`src/rtl/game_multi_target_fsm_if.sv`:
```
// Controller <-> sprite/mixer bundle for the multi-target game.
// master = game controller, slave = sprite engines and mixer.
interface game_multi_target_fsm_if #(
  parameter int N_TARGETS = 4,
  parameter int SCORE_W   = 8,
  parameter int LIVES_W   = 2
);
  logic                 launch_key;
  logic [N_TARGETS-1:0] target_within_screen;
  logic                 torpedo_within_screen;
  logic [N_TARGETS-1:0] collision;
  logic [N_TARGETS-1:0] target_write_xy;
  logic [N_TARGETS-1:0] target_write_dxy;
  logic [N_TARGETS-1:0] target_enable_update;
  logic                 torpedo_write_xy;
  logic                 torpedo_write_dxy;
  logic                 torpedo_enable_update;
  logic [N_TARGETS-1:0] target_alive;
  logic [SCORE_W-1:0]   score;
  logic [LIVES_W-1:0]   lives;
  logic                 game_won;
  logic                 game_lost;
  logic                 end_of_game_timer_running;

  modport master (
    input  launch_key, target_within_screen, torpedo_within_screen, collision,
    output target_write_xy, target_write_dxy, target_enable_update,
           torpedo_write_xy, torpedo_write_dxy, torpedo_enable_update,
           target_alive, score, lives, game_won, game_lost, end_of_game_timer_running
  );

  modport slave (
    output launch_key, target_within_screen, torpedo_within_screen, collision,
    input  target_write_xy, target_write_dxy, target_enable_update,
           torpedo_write_xy, torpedo_write_dxy, torpedo_enable_update,
           target_alive, score, lives, game_won, game_lost, end_of_game_timer_running
  );
endinterface

```
`src/rtl/game_multi_target_fsm.sv`:
```
// Multi-target game master FSM: spawn/aim/shoot/end with alive mask, score, lives, end timer.
// All outputs registered (one cycle after the causing state/condition); no backpressure.
module game_multi_target_fsm #(
  parameter int                     N_TARGETS       = 4,
  parameter int                     SCORE_W         = 8,
  parameter int                     LIVES           = 3,
  parameter int                     LIVES_W         = 2,
  parameter int                     END_TIMER_W     = 25,
  parameter logic [END_TIMER_W-1:0] END_TIMER_VALUE = 25'h1000000
) (
  input  logic clk,
  input  logic rst,
  game_multi_target_fsm_if.master bus
);
  localparam int SUM_W = SCORE_W + 5;

  typedef enum logic [2:0] {IDLE, START, AIM, SHOOT, END_S} state_t;

  state_t                   state, state_n;
  logic                     launch_q, launch_rise;
  logic                     new_game, new_game_n;
  logic [N_TARGETS-1:0]     hits, alive_n, txy_n, ten_n, tvis;
  logic                     pxy_n, pen_n, pvis, active;
  logic [4:0]               hit_cnt;
  logic [SUM_W-1:0]         score_sum;
  logic [SCORE_W-1:0]       score_n;
  logic [LIVES_W-1:0]       lives_n;
  logic                     won_n, lost_n, run_n;
  logic [END_TIMER_W-1:0]   timer, timer_n;
  logic [N_TARGETS-1:0][1:0] tguard, tguard_n;
  logic [1:0]               pguard, pguard_n;

  always_comb begin
    launch_rise = bus.launch_key & ~launch_q;
    hits        = bus.collision & bus.target_alive;
    hit_cnt     = '0;
    for (int i = 0; i < N_TARGETS; i++) begin
      hit_cnt = hit_cnt + 5'(hits[i]);
      // A freshly loaded sprite counts as on-screen until its guard expires.
      tvis[i] = bus.target_within_screen[i] | (tguard[i] != 2'd0);
    end
    pvis      = bus.torpedo_within_screen | (pguard != 2'd0);
    score_sum = SUM_W'(bus.score) + SUM_W'(hit_cnt);

    state_n    = state;
    alive_n    = bus.target_alive;
    score_n    = bus.score;
    lives_n    = bus.lives;
    won_n      = bus.game_won;
    lost_n     = bus.game_lost;
    new_game_n = new_game;
    timer_n    = timer;
    txy_n      = '0;
    pxy_n      = 1'b0;

    case (state)
      IDLE: state_n = START;
      START: begin
        txy_n      = '1;
        pxy_n      = 1'b1;
        alive_n    = '1;
        won_n      = 1'b0;
        lost_n     = 1'b0;
        new_game_n = 1'b0;
        if (new_game) begin
          score_n = '0;
          lives_n = LIVES_W'(LIVES);
        end
        state_n = AIM;
      end
      AIM: if (launch_rise) state_n = SHOOT;
      SHOOT: begin
        if (hits != '0) begin
          alive_n = bus.target_alive & ~hits;
          score_n = (score_sum[SUM_W-1:SCORE_W] != '0) ? '1 : score_sum[SCORE_W-1:0];
          pxy_n   = 1'b1;
          if (alive_n == '0) begin
            state_n = END_S;
            won_n   = 1'b1;
          end else begin
            state_n = AIM;
          end
        end else if (!pvis) begin
          lives_n = bus.lives - 1'b1;
          pxy_n   = 1'b1;
          if (bus.lives <= LIVES_W'(1)) begin
            state_n    = END_S;
            lost_n     = 1'b1;
            new_game_n = 1'b1;
          end else begin
            state_n = AIM;
          end
        end
      end
      END_S: begin
        if (timer != '0) timer_n = timer - 1'b1;
        if (timer <= END_TIMER_W'(1)) state_n = START;
      end
      default: state_n = IDLE;
    endcase

    if (state_n == END_S && state != END_S) timer_n = END_TIMER_VALUE;

    active = (state == AIM || state == SHOOT) && (state_n == AIM || state_n == SHOOT);
    if (active) txy_n = txy_n | (alive_n & ~tvis);
    ten_n = active ? alive_n : '0;
    pen_n = (state == SHOOT) && (state_n == SHOOT);
    run_n = (state_n == END_S) && (timer_n != '0);

    for (int i = 0; i < N_TARGETS; i++)
      tguard_n[i] = txy_n[i] ? 2'd3 : ((tguard[i] != 2'd0) ? tguard[i] - 2'd1 : 2'd0);
    pguard_n = pxy_n ? 2'd3 : ((pguard != 2'd0) ? pguard - 2'd1 : 2'd0);
  end

  always_ff @(posedge clk or negedge rst) begin
    if (!rst) begin
      state                         <= IDLE;
      launch_q                      <= 1'b0;
      new_game                      <= 1'b1;
      timer                         <= '0;
      tguard                        <= '0;
      pguard                        <= 2'd0;
      bus.target_write_xy           <= '0;
      bus.target_write_dxy          <= '0;
      bus.target_enable_update      <= '0;
      bus.torpedo_write_xy          <= 1'b0;
      bus.torpedo_write_dxy         <= 1'b0;
      bus.torpedo_enable_update     <= 1'b0;
      bus.target_alive              <= '0;
      bus.score                     <= '0;
      bus.lives                     <= LIVES_W'(LIVES);
      bus.game_won                  <= 1'b0;
      bus.game_lost                 <= 1'b0;
      bus.end_of_game_timer_running <= 1'b0;
    end else begin
      state                         <= state_n;
      launch_q                      <= bus.launch_key;
      new_game                      <= new_game_n;
      timer                         <= timer_n;
      tguard                        <= tguard_n;
      pguard                        <= pguard_n;
      bus.target_write_xy           <= txy_n;
      bus.target_write_dxy          <= txy_n;
      bus.target_enable_update      <= ten_n;
      bus.torpedo_write_xy          <= pxy_n;
      bus.torpedo_write_dxy         <= pxy_n;
      bus.torpedo_enable_update     <= pen_n;
      bus.target_alive              <= alive_n;
      bus.score                     <= score_n;
      bus.lives                     <= lives_n;
      bus.game_won                  <= won_n;
      bus.game_lost                 <= lost_n;
      bus.end_of_game_timer_running <= run_n;
    end
  end
endmodule

```
`src/flat_wrapper.sv`:
```
// flat-port wrapper written by rule: the top's interface ports become plain ports
module game_multi_target_fsm_flat 
#(
  parameter int                     N_TARGETS       = 4,
  parameter int                     SCORE_W         = 8,
  parameter int                     LIVES           = 3,
  parameter int                     LIVES_W         = 2,
  parameter int                     END_TIMER_W     = 25,
  parameter logic [END_TIMER_W-1:0] END_TIMER_VALUE = 25'h1000000
)
  (clk, rst, bus_launch_key, bus_target_within_screen, bus_torpedo_within_screen, bus_collision, bus_target_write_xy, bus_target_write_dxy, bus_target_enable_update, bus_torpedo_write_xy, bus_torpedo_write_dxy, bus_torpedo_enable_update, bus_target_alive, bus_score, bus_lives, bus_game_won, bus_game_lost, bus_end_of_game_timer_running);
  game_multi_target_fsm_if #(.N_TARGETS(N_TARGETS), .SCORE_W(SCORE_W), .LIVES_W(LIVES_W)) bus_i ();
  input  logic clk;
  input  logic rst;
  input wire logic [$bits(bus_i.launch_key)-1:0] bus_launch_key;
  input wire logic [$bits(bus_i.target_within_screen)-1:0] bus_target_within_screen;
  input wire logic [$bits(bus_i.torpedo_within_screen)-1:0] bus_torpedo_within_screen;
  input wire logic [$bits(bus_i.collision)-1:0] bus_collision;
  output wire logic [$bits(bus_i.target_write_xy)-1:0] bus_target_write_xy;
  output wire logic [$bits(bus_i.target_write_dxy)-1:0] bus_target_write_dxy;
  output wire logic [$bits(bus_i.target_enable_update)-1:0] bus_target_enable_update;
  output wire logic [$bits(bus_i.torpedo_write_xy)-1:0] bus_torpedo_write_xy;
  output wire logic [$bits(bus_i.torpedo_write_dxy)-1:0] bus_torpedo_write_dxy;
  output wire logic [$bits(bus_i.torpedo_enable_update)-1:0] bus_torpedo_enable_update;
  output wire logic [$bits(bus_i.target_alive)-1:0] bus_target_alive;
  output wire logic [$bits(bus_i.score)-1:0] bus_score;
  output wire logic [$bits(bus_i.lives)-1:0] bus_lives;
  output wire logic [$bits(bus_i.game_won)-1:0] bus_game_won;
  output wire logic [$bits(bus_i.game_lost)-1:0] bus_game_lost;
  output wire logic [$bits(bus_i.end_of_game_timer_running)-1:0] bus_end_of_game_timer_running;
  assign bus_i.launch_key = bus_launch_key;
  assign bus_i.target_within_screen = bus_target_within_screen;
  assign bus_i.torpedo_within_screen = bus_torpedo_within_screen;
  assign bus_i.collision = bus_collision;
  assign bus_target_write_xy = bus_i.target_write_xy;
  assign bus_target_write_dxy = bus_i.target_write_dxy;
  assign bus_target_enable_update = bus_i.target_enable_update;
  assign bus_torpedo_write_xy = bus_i.torpedo_write_xy;
  assign bus_torpedo_write_dxy = bus_i.torpedo_write_dxy;
  assign bus_torpedo_enable_update = bus_i.torpedo_enable_update;
  assign bus_target_alive = bus_i.target_alive;
  assign bus_score = bus_i.score;
  assign bus_lives = bus_i.lives;
  assign bus_game_won = bus_i.game_won;
  assign bus_game_lost = bus_i.game_lost;
  assign bus_end_of_game_timer_running = bus_i.end_of_game_timer_running;
  game_multi_target_fsm #(.N_TARGETS(N_TARGETS), .SCORE_W(SCORE_W), .LIVES(LIVES), .LIVES_W(LIVES_W), .END_TIMER_W(END_TIMER_W), .END_TIMER_VALUE(END_TIMER_VALUE)) u_core (.clk(clk), .rst(rst), .bus(bus_i));
endmodule
```
`config.mk`:
```
export PLATFORM = sky130hd
export DESIGN_NAME = game_multi_target_fsm_flat
export DESIGN_NICKNAME = d
export VERILOG_FILES = /design/src/rtl/game_multi_target_fsm_if.sv /design/src/rtl/game_multi_target_fsm.sv /design/src/flat_wrapper.sv
export SDC_FILE = /design/constraint.sdc
export NUM_CORES = 1
export LEC_CHECK = 0
export ABC_AREA = 1
export ABC_CLOCK_PERIOD_IN_PS = 3800
export BUFFER_PORTS_ARGS = -buffer_cell sky130_fd_sc_hd__buf_4
export CORE_UTILIZATION = 60
export CTS_CLUSTER_SIZE = 8
export DETAILED_ROUTE_END_ITERATION = 16
export PLACE_DENSITY = 0.88
export SYNTH_ARGS = -nofsm -noshare
export SYNTH_HDL_FRONTEND = slang
export SYNTH_SLANG_ARGS = --single-unit
```
`constraint.sdc`:
```
create_clock -name clk -period 3.8 [get_ports clk]
set_clock_uncertainty 0.05 [all_clocks]
set_input_delay 0.19 -clock clk [delete_from_list [all_inputs] [get_ports clk]]
set_output_delay 0.19 -clock clk [all_outputs]
set_load 0.005 [all_outputs]
```
==> impl_metrics.csv <==
group,metric,value,unit
sta,worst_pin_slew,0.820,ns
cells_and_area,final_design_area_no_fill,4820,um2
worst_hold_path,hold_depth,4,
worst_setup_path,r2r_cells,14,
global_route,grt_pass1_vias,3688,
worst_setup_path,start_kind,"flop",
routing,drc,0,
floorplan,ios,44,
global_route,antenna_found_initial,0,
worst_setup_path,crit_family,"adder cells",
power,p_int,2.28,mW
routing,wl,9.80,mm
global_route,grt_pass1_wl,16.4,mm
power,swShare,0.515,
synthesis,syn_area,4270,um2
worst_setup_path,cp_max_fo,3,
run_status,status,"complete, no violations",
worst_setup_path,path_cells,"nand2_1 > ha_1 > inv_1 > fa_1 > inv_1 > ha_1 > ha_1 > nand3_1 > and2_1 > or2_2 > nor4_1 > a31oi_1 > o21ai_0 > o21ai_0",
worst_setup_path,cp_num_buf_inv,2,
sta,fmax,324,MHz
synthesis,synth_top_cell_by_area,"dfrtp_1",
global_route,grtUsageTotal,0.280,
synthesis,synth-edff-count,0,
worst_hold_path,hold_class,"input port to flop",
synthesis,ys_seq_area_frac,0.394,
clocking,cts-root-buf,"clkbuf_8",
worst_hold_path,worstHoldStart,"bus_target_within_screen[0]",
floorplan,initial_core_util,0.625,
sta,hold_viol_final,0,
synthesis,avgSynthCellArea,7.44,um2
clocking,clock_latency,0.37,ns
worst_setup_path,slowest_delay,0.37,ns
routing,firstDrtPassIters,6,
synthesis,yosysWarnings,0,
routing,via_per_inst,5.44,
cells_and_area,nets,640,
sta,rsz0062_at_grt,"no",
run,drv_cap,0,
power,pwr-share-comb,0.604,
sta,period_needed,3.08,ns
clocking,cts_buffers,9,
power,p_leak,2.72,nW
floorplan,row_count,30,
placement,port_buffers,43,
cells_and_area,antenna-diode-count,0,
placement,dpl.hpwl,7.01,mm
sta,slew_viol_final,0,
worst_setup_path,cp-end-kind,"flop",
synthesis,synth_cell_types,41,
floorplan,die_x,86.3,um
power,vdd_drop_max,482,uV
placement,gp_congestion,0.971,
worst_setup_path,slowest_stage,"dfrtp_1",
synthesis,synth_top_area_frac,0.375,
sta,setup_viol_count_final,0,
worst_hold_path,min_to,"u_core.bus.target_write_xy[0]",
clocking,path_clk_slew,0.08,ns
synthesis,ys.flop_type,"dfrtp_1",
sta,tns,0,ns
clocking,htree_num_levels,3,
worst_setup_path,regToRegEndpoint,"u_core.bus.score[7]",
routing,drt_iter0_markers,274,
power,power_density,976,nW/um2
worst_setup_path,cp.arrival,3.28,ns
worst_setup_path,worstPathRequired,4.00,ns
synthesis,synth-async-reset-ratio,1.00,
worst_setup_path,r2r_slack,0.72,ns
sta,fin_crit_sh,0.812,
cells_and_area,final_layout_size_suffix_gt1_frac,0.201,
sta,hold_slack,0.0605,ns
synthesis,synth.area.top_cells,"dfrtp_1 38%, nand2_1 12%, inv_1 8.5%, nor2_1 5.5%, nand3_1 5.2%",
clocking,cts_tree,"yes",
placement,post_dp_cell_area,4610,um2
synthesis,synth_commonest_cells,"134 x nand2_1, 97 x inv_1, 64 x dfrtp_1",
power,pwr-share-clk,0.119,
clocking,cts_buffer_depth,2,
synthesis,netlist_instances,574,
global_route,grt_start_max_net_pins,68,
worst_setup_path,critPathKind,"flop to flop",
synthesis,synth_fp_nets,598,
sta,max_slew_margin,0.454,
routing,final_antenna_net_count,0,
global_route,gr-total-overflow,0,
synthesis,post-synth-top-count-cell,"nand2_1",
power,seqPwrFrac,0.277,
floorplan,die_h,86.3,um
floorplan,die_area,7450,um2
worst_setup_path,cp_common_cell,"ha_1",
cells_and_area,syn2layout_area_growth,12.8,%
floorplan,core_area,6830,um2
power,switching_power,2.42,mW
routing,routedWlPerCell,13.7,um
worst_setup_path,r2r-start,"u_core.bus.target_alive[1]",
cells_and_area,nFillCells,545,
routing,vias,3897,
synthesis,synth_seq_cells,67,
clocking,cts_sinks,67,
[through the flow]
step	cells	total power [mW]	worst slack [ns]	utilization
3_5_place_dp	699	4.07	0.793	0.675
4_1_cts	717	4.66	0.762	0.705
3_3_place_gp	699	3.94	0.941	0.675
2_1_floorplan	574	3.37	1.01	-
5_1_grt	717	5.13	0.464	0.705
6_report	717	4.70	0.715	0.705
[layer usage]
metal  routed length (um)  vias to the layer above  GRT usage
li1                     -                     1882          -
met1                 4110                     1823      0.362
met2                 4810                      156      0.460
met3                  597                       36     0.0533
met4                  289                        0      0.126
met5                    0                        -          0
[cell usage in the layout, fill, tap and decap left out, types with 2 or more instances in the layout]
master	count
nor3_1	8
or2_2	7
o22ai_1	4
nor2_1	63
nand2_2	8
a21oi_1	7
xor2_1	5
o211ai_1	4
ha_1	10
clkbuf_8	9
inv_6	4
nand3_2	20
nand2_1	134
clkinv_1	2
inv_2	5
nand4_1	11
dfrtp_1	64
nor2_2	9
or2_1	2
nand3_1	44
fa_1	2
o21a_1	2
dlygate4sd3_1	2
nand2_4	3
dfstp_2	3
o21ai_1	6
inv_1	97
nor2_4	6
o21ai_0	22
buf_4	44
clkinv_4	2
[sequential cells by signal, indices dropped and copies added, names as in the netlist, 2 cells and up]
| register | count |
|---|---|
| u_core.bus.lives | 2 |
| u_core.state | 3 |
| u_core.pguard | 2 |
| u_core.bus.target_write_xy | 4 |
| u_core.bus.target_alive | 4 |
| u_core.tguard | 8 |
| u_core.bus.target_enable_update | 4 |
| u_core.timer | 25 |
| u_core.bus.score | 8 |
[cells by family (layout without fill, tap and decap cells)]
family / after synthesis / after routing / share of synthesized area
AO/OA/AOI/OAI: 52 / 52 / 0.0736
XOR/XNOR: 6 / 6 / 0.0123
adder cells (fa/ha/maj): 12 / 12 / 0.0387
buffers and inverters: 119 / 166 / 0.116
flip-flops: 67 / 67 / 0.394
AND/OR/NAND/NOR: 318 / 318 / 0.366
[area by class of cell]
class	instances	area [um2]	share of cell area
multi-input cells	388	2090	0.435
clock buffers	9	124	0.0257
clock inverters	7	57.6	0.0120
flip-flops and latches	67	1680	0.349
repair buffers	46	350	0.0727
well taps	96	120	0.0249
inverters	104	390	0.0811
[worst reg2reg max path: stages, from the launching register on]
cell and delay (ns):
dfrtp_1 0.37, nand2_1 0.08, ha_1 0.28, inv_1 0.05, fa_1 0.36, inv_1 0.06, ha_1 0.25, ha_1 0.29
nand3_1 0.07, and2_1 0.17, or2_2 0.31, nor4_1 0.31, a31oi_1 0.12, o21ai_0 0.08, o21ai_0 0.09
[what timing repair did]
action | CTS | global route
gates resized for setup | 0 | 0
buffers inserted | 0 | 0
hold buffers | 2 | 0
hold endpoints to repair | 65 | 0
[power by group through the flow]
stage | Sequential [mW] | Clock, mW | Combinational (mW)
2_1_floorplan | 1.25 | 0 | 2.12
3_3_place_gp | 1.28 | 0 | 2.66
3_5_place_dp | 1.30 | 0 | 2.76
4_1_cts | 1.29 | 0.566 | 2.80
5_1_grt | 1.33 | 0.594 | 3.20
6_report | 1.30 | 0.562 | 2.84
[worst max-delay path by stage]
| stage | start | endpoint | slack [ns] | depth (start not counted) |
|---|---|---|---|---|
| 3_3_place_gp | u_core.bus.target_alive[0] | u_core.bus.score[7] | 0.94 | 14 |
| 5_1_grt | u_core.bus.target_alive[0] | u_core.bus.score[0] | 0.46 | 17 |
| 2_1_floorplan | u_core.bus.target_alive[0] | u_core.bus.score[7] | 1.01 | 14 |
| 6_report | u_core.bus.target_alive[1] | u_core.bus.score[7] | 0.72 | 14 |
| 4_1_cts | u_core.bus.target_alive[0] | u_core.bus.score[7] | 0.76 | 14 |
| 3_5_place_dp | u_core.bus.target_alive[0] | u_core.bus.score[7] | 0.79 | 14 |
Note: power is estimated with default switching activity, not from simulation.
